`src/rtl/round_seq_ctrl_pkg.sv`:
```
`default_nettype none
// ============================================================================
// Module      : round_seq_ctrl_pkg
// Description : Shared constants, state encoding and key/IV word selection
//               for the stream round sequencing controller.
// Revision    : 1.0 - initial release
// ============================================================================
package round_seq_ctrl_pkg;

  localparam int KEY_WORDS = 4;
  localparam int WORD_W    = 24;
  localparam int SEED_W    = 32;

  // Controller state encoding
  typedef logic [2:0] state_t;
  localparam state_t ST_IDLE   = 3'd0;
  localparam state_t ST_ARM    = 3'd1;
  localparam state_t ST_WARM   = 3'd2;
  localparam state_t ST_STREAM = 3'd3;
  localparam state_t ST_DONE   = 3'd4;

  // Pick word idx out of a packed 4-word key or IV vector (word 0 in the LSBs)
  function automatic logic [WORD_W-1:0] sel_word(
    input logic [KEY_WORDS*WORD_W-1:0] vec,
    input logic [1:0]                  idx
  );
    logic [WORD_W-1:0] w;
    case (idx)
      2'd0:    w = vec[WORD_W-1:0];
      2'd1:    w = vec[2*WORD_W-1:WORD_W];
      2'd2:    w = vec[3*WORD_W-1:2*WORD_W];
      default: w = vec[4*WORD_W-1:3*WORD_W];
    endcase
    return w;
  endfunction

endpackage : round_seq_ctrl_pkg
`default_nettype wire

```
`src/rtl/round_seq_ctrl.sv`:
```
`default_nettype none
// ============================================================================
// Module      : round_seq_ctrl
// Description : Sequences one keystream job through the round datapath:
//               owns the datapath reset, drives start/init/k/p through the
//               warm-up and stream phases and qualifies the datapath output.
// Revision    : 1.0 - initial release
// ============================================================================
module round_seq_ctrl
  import round_seq_ctrl_pkg::*;
#(
  parameter int INIT_ROUNDS = 64,
  parameter int LEN_W       = 16
) (
  input  logic                        clk,
  input  logic                        rst,
  input  logic                        req_valid,
  output logic                        req_ready,
  input  logic [SEED_W-1:0]           req_seed,
  input  logic [KEY_WORDS*WORD_W-1:0] req_key,
  input  logic [KEY_WORDS*WORD_W-1:0] req_iv,
  input  logic [LEN_W-1:0]            req_len,
  input  logic                        abort,
  output logic                        dp_rst,
  output logic                        dp_start,
  output logic [SEED_W-1:0]           dp_init,
  output logic [WORD_W-1:0]           dp_k,
  output logic [WORD_W-1:0]           dp_p,
  input  logic [WORD_W-1:0]           dp_y,
  output logic                        ks_valid,
  output logic [WORD_W-1:0]           ks_data,
  output logic                        ks_last,
  output logic                        busy,
  output logic                        done,
  output logic                        aborted
);

  // Round counter is wide enough that it never wraps within a job; only
  // its two LSBs select the key/IV word.
  localparam int                 RND_W    = $clog2(INIT_ROUNDS) + LEN_W;
  localparam logic [RND_W-1:0]   RND_LAST = RND_W'(INIT_ROUNDS - 1);
  localparam logic [LEN_W-1:0]   LEN_ONE  = LEN_W'(1);

  state_t                        state_q, state_d;
  logic [SEED_W-1:0]             seed_q;
  logic [KEY_WORDS*WORD_W-1:0]   key_q;
  logic [KEY_WORDS*WORD_W-1:0]   iv_q;
  logic [LEN_W-1:0]              len_q;
  logic [RND_W-1:0]              rnd_q, rnd_d;
  logic [LEN_W-1:0]              wcnt_q, wcnt_d;
  logic                          aborted_q, aborted_d;
  logic                          dp_rst_q;

  logic                          accept;
  logic                          active;

  assign accept = (state_q == ST_IDLE) && req_valid;
  assign active = (state_q == ST_ARM) || (state_q == ST_WARM) ||
                  (state_q == ST_STREAM);

  // Next-state and counter logic; abort overrides the normal flow
  always_comb begin
    state_d   = state_q;
    rnd_d     = rnd_q;
    wcnt_d    = wcnt_q;
    aborted_d = aborted_q;
    case (state_q)
      ST_IDLE: begin
        if (req_valid) begin
          state_d   = ST_ARM;
          aborted_d = 1'b0;
        end
      end
      ST_ARM: begin
        rnd_d   = '0;
        wcnt_d  = '0;
        state_d = ST_WARM;
      end
      ST_WARM: begin
        rnd_d = rnd_q + RND_W'(1);
        if (rnd_q == RND_LAST) begin
          state_d = (len_q != '0) ? ST_STREAM : ST_DONE;
        end
      end
      ST_STREAM: begin
        rnd_d  = rnd_q + RND_W'(1);
        wcnt_d = wcnt_q + LEN_ONE;
        if (wcnt_q == (len_q - LEN_ONE)) begin
          state_d = ST_DONE;
        end
      end
      ST_DONE: begin
        rnd_d   = '0;
        wcnt_d  = '0;
        state_d = ST_IDLE;
      end
      default: begin
        state_d = ST_IDLE;
      end
    endcase
    if (abort && active) begin
      state_d   = ST_DONE;
      aborted_d = 1'b1;
    end
  end

  // Control state, counters and registered datapath reset
  always_ff @(posedge clk or posedge rst) begin
    if (rst) begin
      state_q   <= ST_IDLE;
      rnd_q     <= '0;
      wcnt_q    <= '0;
      aborted_q <= 1'b0;
      dp_rst_q  <= 1'b1;
    end else begin
      state_q   <= state_d;
      rnd_q     <= rnd_d;
      wcnt_q    <= wcnt_d;
      aborted_q <= aborted_d;
      // Datapath runs only while the next state is a working state
      dp_rst_q  <= !((state_d == ST_ARM) || (state_d == ST_WARM) ||
                     (state_d == ST_STREAM));
    end
  end

  // Job parameters captured at the accept edge
  always_ff @(posedge clk or posedge rst) begin
    if (rst) begin
      seed_q <= '0;
      key_q  <= '0;
      iv_q   <= '0;
      len_q  <= '0;
    end else if (accept) begin
      seed_q <= req_seed;
      key_q  <= req_key;
      iv_q   <= req_iv;
      len_q  <= req_len;
    end
  end

  // Output decode from the current state; keystream is a pass-through of dp_y
  always_comb begin
    req_ready = (state_q == ST_IDLE);
    dp_rst    = dp_rst_q;
    dp_start  = (state_q == ST_ARM);
    dp_init   = (state_q == ST_ARM) ? seed_q : '0;
    dp_k      = '0;
    dp_p      = '0;
    ks_valid  = 1'b0;
    ks_data   = '0;
    ks_last   = 1'b0;
    busy      = (state_q != ST_IDLE);
    done      = (state_q == ST_DONE);
    aborted   = (state_q == ST_DONE) && aborted_q;
    if (state_q == ST_WARM) begin
      dp_k = sel_word(key_q, rnd_q[1:0]);
      dp_p = sel_word(iv_q, rnd_q[1:0]);
    end
    if (state_q == ST_STREAM) begin
      dp_k     = sel_word(key_q, rnd_q[1:0]);
      ks_valid = 1'b1;
      ks_data  = dp_y;
      ks_last  = (wcnt_q == (len_q - LEN_ONE));
    end
  end

endmodule : round_seq_ctrl
`default_nettype wire

```
`config.mk`:
```
export PLATFORM = sky130hd
export DESIGN_NAME = round_seq_ctrl
export DESIGN_NICKNAME = d
export VERILOG_FILES = /design/src/rtl/round_seq_ctrl_pkg.sv /design/src/rtl/round_seq_ctrl.sv
export SDC_FILE = /design/constraint.sdc
export NUM_CORES = 1
export LEC_CHECK = 0
export CAP_MARGIN = 20
export CORE_MARGIN = 5
export CORE_UTILIZATION = 24
export DETAILED_ROUTE_END_ITERATION = 8
export PLACE_DENSITY_LB_ADDON = 0.15
export SYNTH_ARGS = -nofsm -noshare
export SYNTH_HDL_FRONTEND = slang
export SYNTH_SLANG_ARGS = --single-unit
```
`constraint.sdc`:
```
create_clock -name clk -period 24.4 [get_ports clk]
set_clock_uncertainty 0.05 [all_clocks]
set_input_delay 4.88 -clock clk [delete_from_list [all_inputs] [get_ports clk]]
set_output_delay 4.88 -clock clk [all_outputs]
set_load 0.01 [all_outputs]
```
=== Word-level counts from Yosys, hierarchy flattened ===
Index checks and enable logic that the tools add are counted.

* Input port bits: 268
* Logic and storage cells: 62
* Register bits: 283
* Output and inout bits: 112

* Add/sub/neg operators: 3
* Reductions and logical operators: 19
* Eq/ne operators: 11
* Muxes and demuxes: 20

{| class="wikitable"
|+ Operators with widths
! operator !! number
|-
| $pmux W24 S3 || 2
|-
| $mux W24 || 4
|-
| $pmux W22 S2 || 1
|-
| $mux W32 || 1
|-
| $pmux W16 S2 || 1
|-
| $add A22 B1 Y22 const B || 1
|-
| $eq A22 B6 Y1 const B || 1
|-
| $add A16 B1 Y16 const B || 1
|-
| $eq A16 B16 Y1 || 1
|-
| $reduce_bool A16 Y1 || 1
|-
| $sub A16 B1 Y16 const B || 1
|-
| $mux W3 || 5
|-
| $eq A3 B2 Y1 const B || 4
|-
| $pmux W3 S4 || 1
|-
| $reduce_bool A2 Y1 || 4
|-
| $eq A3 B1 Y1 const B || 2
|-
| $mux W1 || 5
|-
| $logic_or A1 B1 Y1 || 4
|-
| $reduce_or A2 Y1 || 2
|-
| $eq A3 B3 Y1 const B || 1
|-
| $logic_and A1 B1 Y1 || 3
|-
| $logic_not A3 Y1 || 1
|-
| $reduce_bool A3 Y1 || 1
|-
| $eq A2 B1 Y1 const B || 1
|-
| 4 further kinds || 4
|}

=== Logic depth before layout (Yosys ltp) ===
* Depth in word-level cells: 9
* Mapped depth: 8
* Gate-level depth less buffers: 8

=== Worst setup path after synthesis ===
Ideal clock, no wire load.

* Path type: input -> output
* From: input port dp_y[0]
* To: output port ks_data[0]
* Buffers on the path: 0
* Required time: 19470 ps
* Slack: 14410 ps
* Data arrival time: 5060 ps
* Stages on the path: 1
* Cell sequence: and3_1

* Cells in the longest elaborated chain, start to end: 1

{| class="wikitable"
|+ Ends and longest elaborated chain
! what !! line !! text
|-
| from (decl) || round_seq_ctrl.sv:29 || <nowiki>input logic [WORD_W-1:0] dp_y,</nowiki>
|-
| $mux W24 || round_seq_ctrl.sv:159 || <nowiki>if (state_q == ST_STREAM) begin</nowiki>
|-
| to (decl) || round_seq_ctrl.sv:31 || <nowiki>output logic [WORD_W-1:0] ks_data,</nowiki>
|}

Every way passes these cells.

=== Worst setup path in the final report ===
* From: input port dp_y[8]
* To: output port ks_data[8]

The elaborated chain is that of the path after synthesis.

==> results by stage <==
STA:
- The count of endpoints failing setup in the final report is 0.
- Dividing the final minimum period by the clock period gives 0.4498.
- The total negative setup slack is 0 ns.
- For this run, the top clock speed supported by timing is 91.12 MHz.
- Setup repair after global routing left no endpoint under its margin.
- Once routing completed, OpenROAD measured the worst setup slack at 13.43 ns.
- The worst pin sits at a relative slew slack of 0.3252.
- For the pin with the worst max-slew slack, the measured transition is 1.012 ns.
- The final number of hold-violating endpoints came to 0.
- The clock period minus worst slack is between 10 and 15 ns.
- The final-report max-slew violation count is 0.

Global route:
- The first global-routing pass estimated between 70000 and 80000 um of wire.
- Global routing finished with a remaining overflow of 0.
- Entering global routing, the biggest net connects 86 pins.
- The global routing usage summed across all routing layers is 0.1580.
- The number of global-route vias before repair is about 13k.
- The number of antenna violations at the first check in global routing is 13.

Setup path:
- Together, buffers and inverters on the worst path number 2.
- The family with the most delay on the worst path is buffers and inverters.
- STA puts the critical path data required time at around 19 ns.
- The most repeated library cell on the critical path is clkdlybuf4s50_1.
- Data arrives at the worst endpoint at 6.04 ns.
- STA classifies the critical path endpoint as an output port.
- The critical path goes through clkdlybuf4s50_1, and3_1, clkdlybuf4s50_1.
- The slack of the worst reg-to-reg path is around 21 ns.
- Of all nets on the critical path, the largest fanout is 1.
- The stage delay of the slowest cell on the critical path is between 0.5 and 0.6 ns.
- The cell type of the slowest stage on the worst timing path is clkdlybuf4s50_1.
- The kind of launch point of the worst setup path is an input port.
- The classification of the worst setup path is in -> out.

Synth:
- The count of warnings emitted by yosys is 0.
- The synthesized area per cell is 8.192 sq um.
- The number of distinct library cells after synthesis is between 40 and 50.
- After synthesis the netlist holds a flip-flop and latch count of between 200 and 300.
- Synthesis produced roughly 1.6k cells.
- The cell area after synthesis is ~13000 sq um.
- The proportion of synthesized flip-flops having asynchronous set or reset is 1.000.
- The commonest register cell after synthesis is dfrtp_1.
- The share of the Yosys chip area taken by registers is 0.5344.
- In this run, synthesis inferred 0 flip-flops with an integrated enable.
- When the netlist entered floorplanning its net count stood at 1892.

CTS:
- Once the clock tree was built, the resizer swapped 0 gates to a different size.
- Counting the buffers created by CTS gives 37.
- For this design, the sink count on the clock tree is around 280.
- The number of buffers inserted by hold repair at cts is 0.
- The clock-pin slew on the worst setup and hold paths is approximately 0.050 ns.
- Clock tree synthesis selected as its root buffer the cell clkbuf_16.
- TritonCTS built the clock tree.
- The number of buffers between clock root and the deepest sink is 3.
- The total setup buffers inserted after CTS is 0.
- The deepest level of the CTS H-tree is 2.
- At the later pin of the worst-skew pair, clock insertion delay measures 0.54 ns.

Drt:
- The uppermost layer routed is met5.
- After detailed routing, the wire length on met1 is between 20000 and 25000 um.
- The violation count after the first detailed-routing iteration is around 780.
- The wire length after detailed routing is around 48000 um.
- Detailed routing inserted a total of roughly 12k vias.
- The routed wire length per instance is approximately 18 um.
- The detailed-routing iteration count for the pre-antenna-repair pass is 6.
- In the routed design, unresolved DRC markers number 0.
- The number of antenna-violating nets in the routed design is 0.
- The routed design uses ~3700 um of met3 wire.
- In the detailed route, the total length drawn on met2 is roughly 22000 um.
- Using the TritonRoute via totals, the vias-per-cell ratio works out to 4.554.

Power:
- The worst-case IR drop observed on VDD is around 0.05 mV.
- Power comes to around 0.0022 W.
- The power density normalized to cell area is 113.6 nW/um^2.
- The cell leakage power is roughly 9 nW.

Flow run:
- Across the run, the number of max-cap violations was 0.

Cells and area:
- The ratio of cells with drive above 1 in the final layout is 0.04601.
- The number of fill cells is ~5.8k.
- The net count of the finished layout is 2230.
- Summing all multi-input logic gate instances after layout gives 5772 sq um.
- The library cells used most frequently in the layout, excluding fill and tap cells, are nand2_1, clkdlybuf4s50_1, dfrtp_1, nor2_1, a21oi_1.
- The cell area after layout is 19000 sq um.
- The finished layout holds 2682 standard cells, fillers aside.
- Relative to the synthesized area, the layout overhead comes to 43.36%.
- The sequential cells in the finished layout cover a total of between 7000 and 8000 sq um.
- The number of antenna diodes in the final layout is 0.
- The library cell used most frequently in the layout, excluding fill and tap cells, is nand2_1.

Floorplanning:
- For this configuration, the core starts out at a cell density of 0.2415.
- For this design the top-level I/O count stands at 380.
- In this run the core area contains 86 standard-cell rows.
- The placeable core region is around 55000 sq um.
- The die is about 250 um tall.
- Measured along the x axis, the die boundary spans 245 um.
- The total die area is about 60000 sq um.

Run status:
- The flow ran to the end, and the final reports show no timing, DRC or antenna violations.

Place:
- The placed standard-cell area is about 18000 sq um.
- At the end of routability-driven placement, the weighted congestion stood at a little under 0.8.
- The placed wire-length estimate after detailed placement is 32800 um.
- Once placement completed, the tool counted placed cells totaling between 2k and 3k.
- The count of buffers added on input and output ports is between 300 and 400.
- The post-place setup slack is ~13 ns.

Worst hold path:
- The classification of the worst-slack hold path is reg -> reg.
[per-stage QoR]
step / hold WS [ns] / util
final: 0.4121 / 0.3462
after global routing: 0.4387 / 0.3462
after CTS: 0.4181 / 0.3452
after detailed placement: 0.4043 / 0.3235
after global placement: 0.3995 / 0.3230
after floorplan: 0.3874 / -
[sequential cells by signal, indices dropped and copies added, names as in the netlist, 3 cells and up]
name	cells
len_q	16
wcnt_q	16
state_q	3
iv_q	96
seed_q	32
rnd_q	22
key_q	96
[path summary, 6_finish.rpt]
path | startpoint | end | cells after the start
worst max-delay path | dp_y[8] | ks_data[8] | 3
worst min-delay path | seed_q[0]$_DFFE_PP0P_ | seed_q[0]$_DFFE_PP0P_ | 2
worst max register to register | rnd_q[0]$_DFFE_PP0P_ | dp_rst$_DFF_PP1_ | 7
worst min register to register | seed_q[0]$_DFFE_PP0P_ | seed_q[0]$_DFFE_PP0P_ | 2
max in group asynchronous | rst | key_q[73]$_DFFE_PP0P_ | 5
min in group asynchronous | rst | key_q[81]$_DFFE_PP0P_ | 2
[cells by family (layout without fill, tap and decap cells)]
family | Yosys count | after routing | synth area share
DFF | 283 | 283 | 0.5344
adders and majority gates | 7 | 7 | 0.006419
AOI/OAI and AO/OA | 140 | 140 | 0.07495
buffers and inverters | 115 | 475 | 0.03313
xor gates and xnor gates | 49 | 49 | 0.03238
and+or+nand+nor | 1024 | 1024 | 0.3187
[cells in the mapped netlist, types with 2 or more instances]
library cell | number | area share
clkbuf_1 | 85 | 0.024
o22ai_1 | 3 | 0.0014
and2_1 | 33 | 0.016
buf_1 | 15 | 0.0042
nor4_1 | 8 | 0.0038
o21ai_0 | 7 | 0.0026
a211oi_1 | 2 | 0.0011
or4_4 | 3 | 0.0025
or2_2 | 2 | 0.00094
nand3_1 | 10 | 0.0038
a21o_1 | 2 | 0.0011
xnor2_1 | 21 | 0.014
a21oi_1 | 60 | 0.023
nand4_1 | 11 | 0.0052
nand2b_1 | 5 | 0.0024
nor2b_1 | 4 | 0.0019
ha_1 | 6 | 0.0057
or3_1 | 7 | 0.0033
nor2_1 | 143 | 0.040
o31ai_1 | 2 | 0.0011
and3_1 | 37 | 0.017
inv_2 | 2 | 0.00057
nor3_1 | 9 | 0.0034
and4_1 | 2 | 0.0013
inv_1 | 12 | 0.0034
o21ai_1 | 7 | 0.0026
or4_1 | 8 | 0.0045
nand2_1 | 739 | 0.21
a222oi_1 | 48 | 0.036
xor2_1 | 28 | 0.019
dfrtp_1 | 282 | 0.53
[report_power, final]
group | switching, W | total [W] | leakage, nW | internal, W
logic | 0.000489 | 0.000816 | 4.85 | 0.000327
registers | 0.000126 | 0.000796 | 3.55 | 0.000670
clock network | 0.000211 | 0.000545 | 0.587 | 0.000334
[final cells by class]
| type | count | share of cell area |
|---|---|---|
| Clock buffer | 53 | 0.05617 |
| Inverter | 14 | 0.003161 |
| Sequential cell | 283 | 0.3728 |
| Timing Repair Buffer | 400 | 0.2111 |
| Multi-Input combinational cell | 1220 | 0.3038 |
| Clock inverter | 8 | 0.006651 |
| Tap cell | 704 | 0.04636 |
[layer usage]
metal | global-route usage | vias to the layer above
met4 | 0.03713 | 24
met1 | 0.2057 | 5882
met2 | 0.2554 | 314
li1 | - | 5919
met5 | 0 | -
met3 | 0.05368 | 75
[worst reg2reg max path, delay by kind of cell (launching register included)]
| family | cells | cell delay [ns] |
|---|---|---|
| AOI/OAI and AO/OA | 2 | 0.46 |
| adders and majority gates | 1 | 0.35 |
| buffers and inverters | 1 | 0.81 |
| DFF | 1 | 0.51 |
| and+or+nand+nor | 3 | 1.03 |
(Power assumes the default switching activity.)
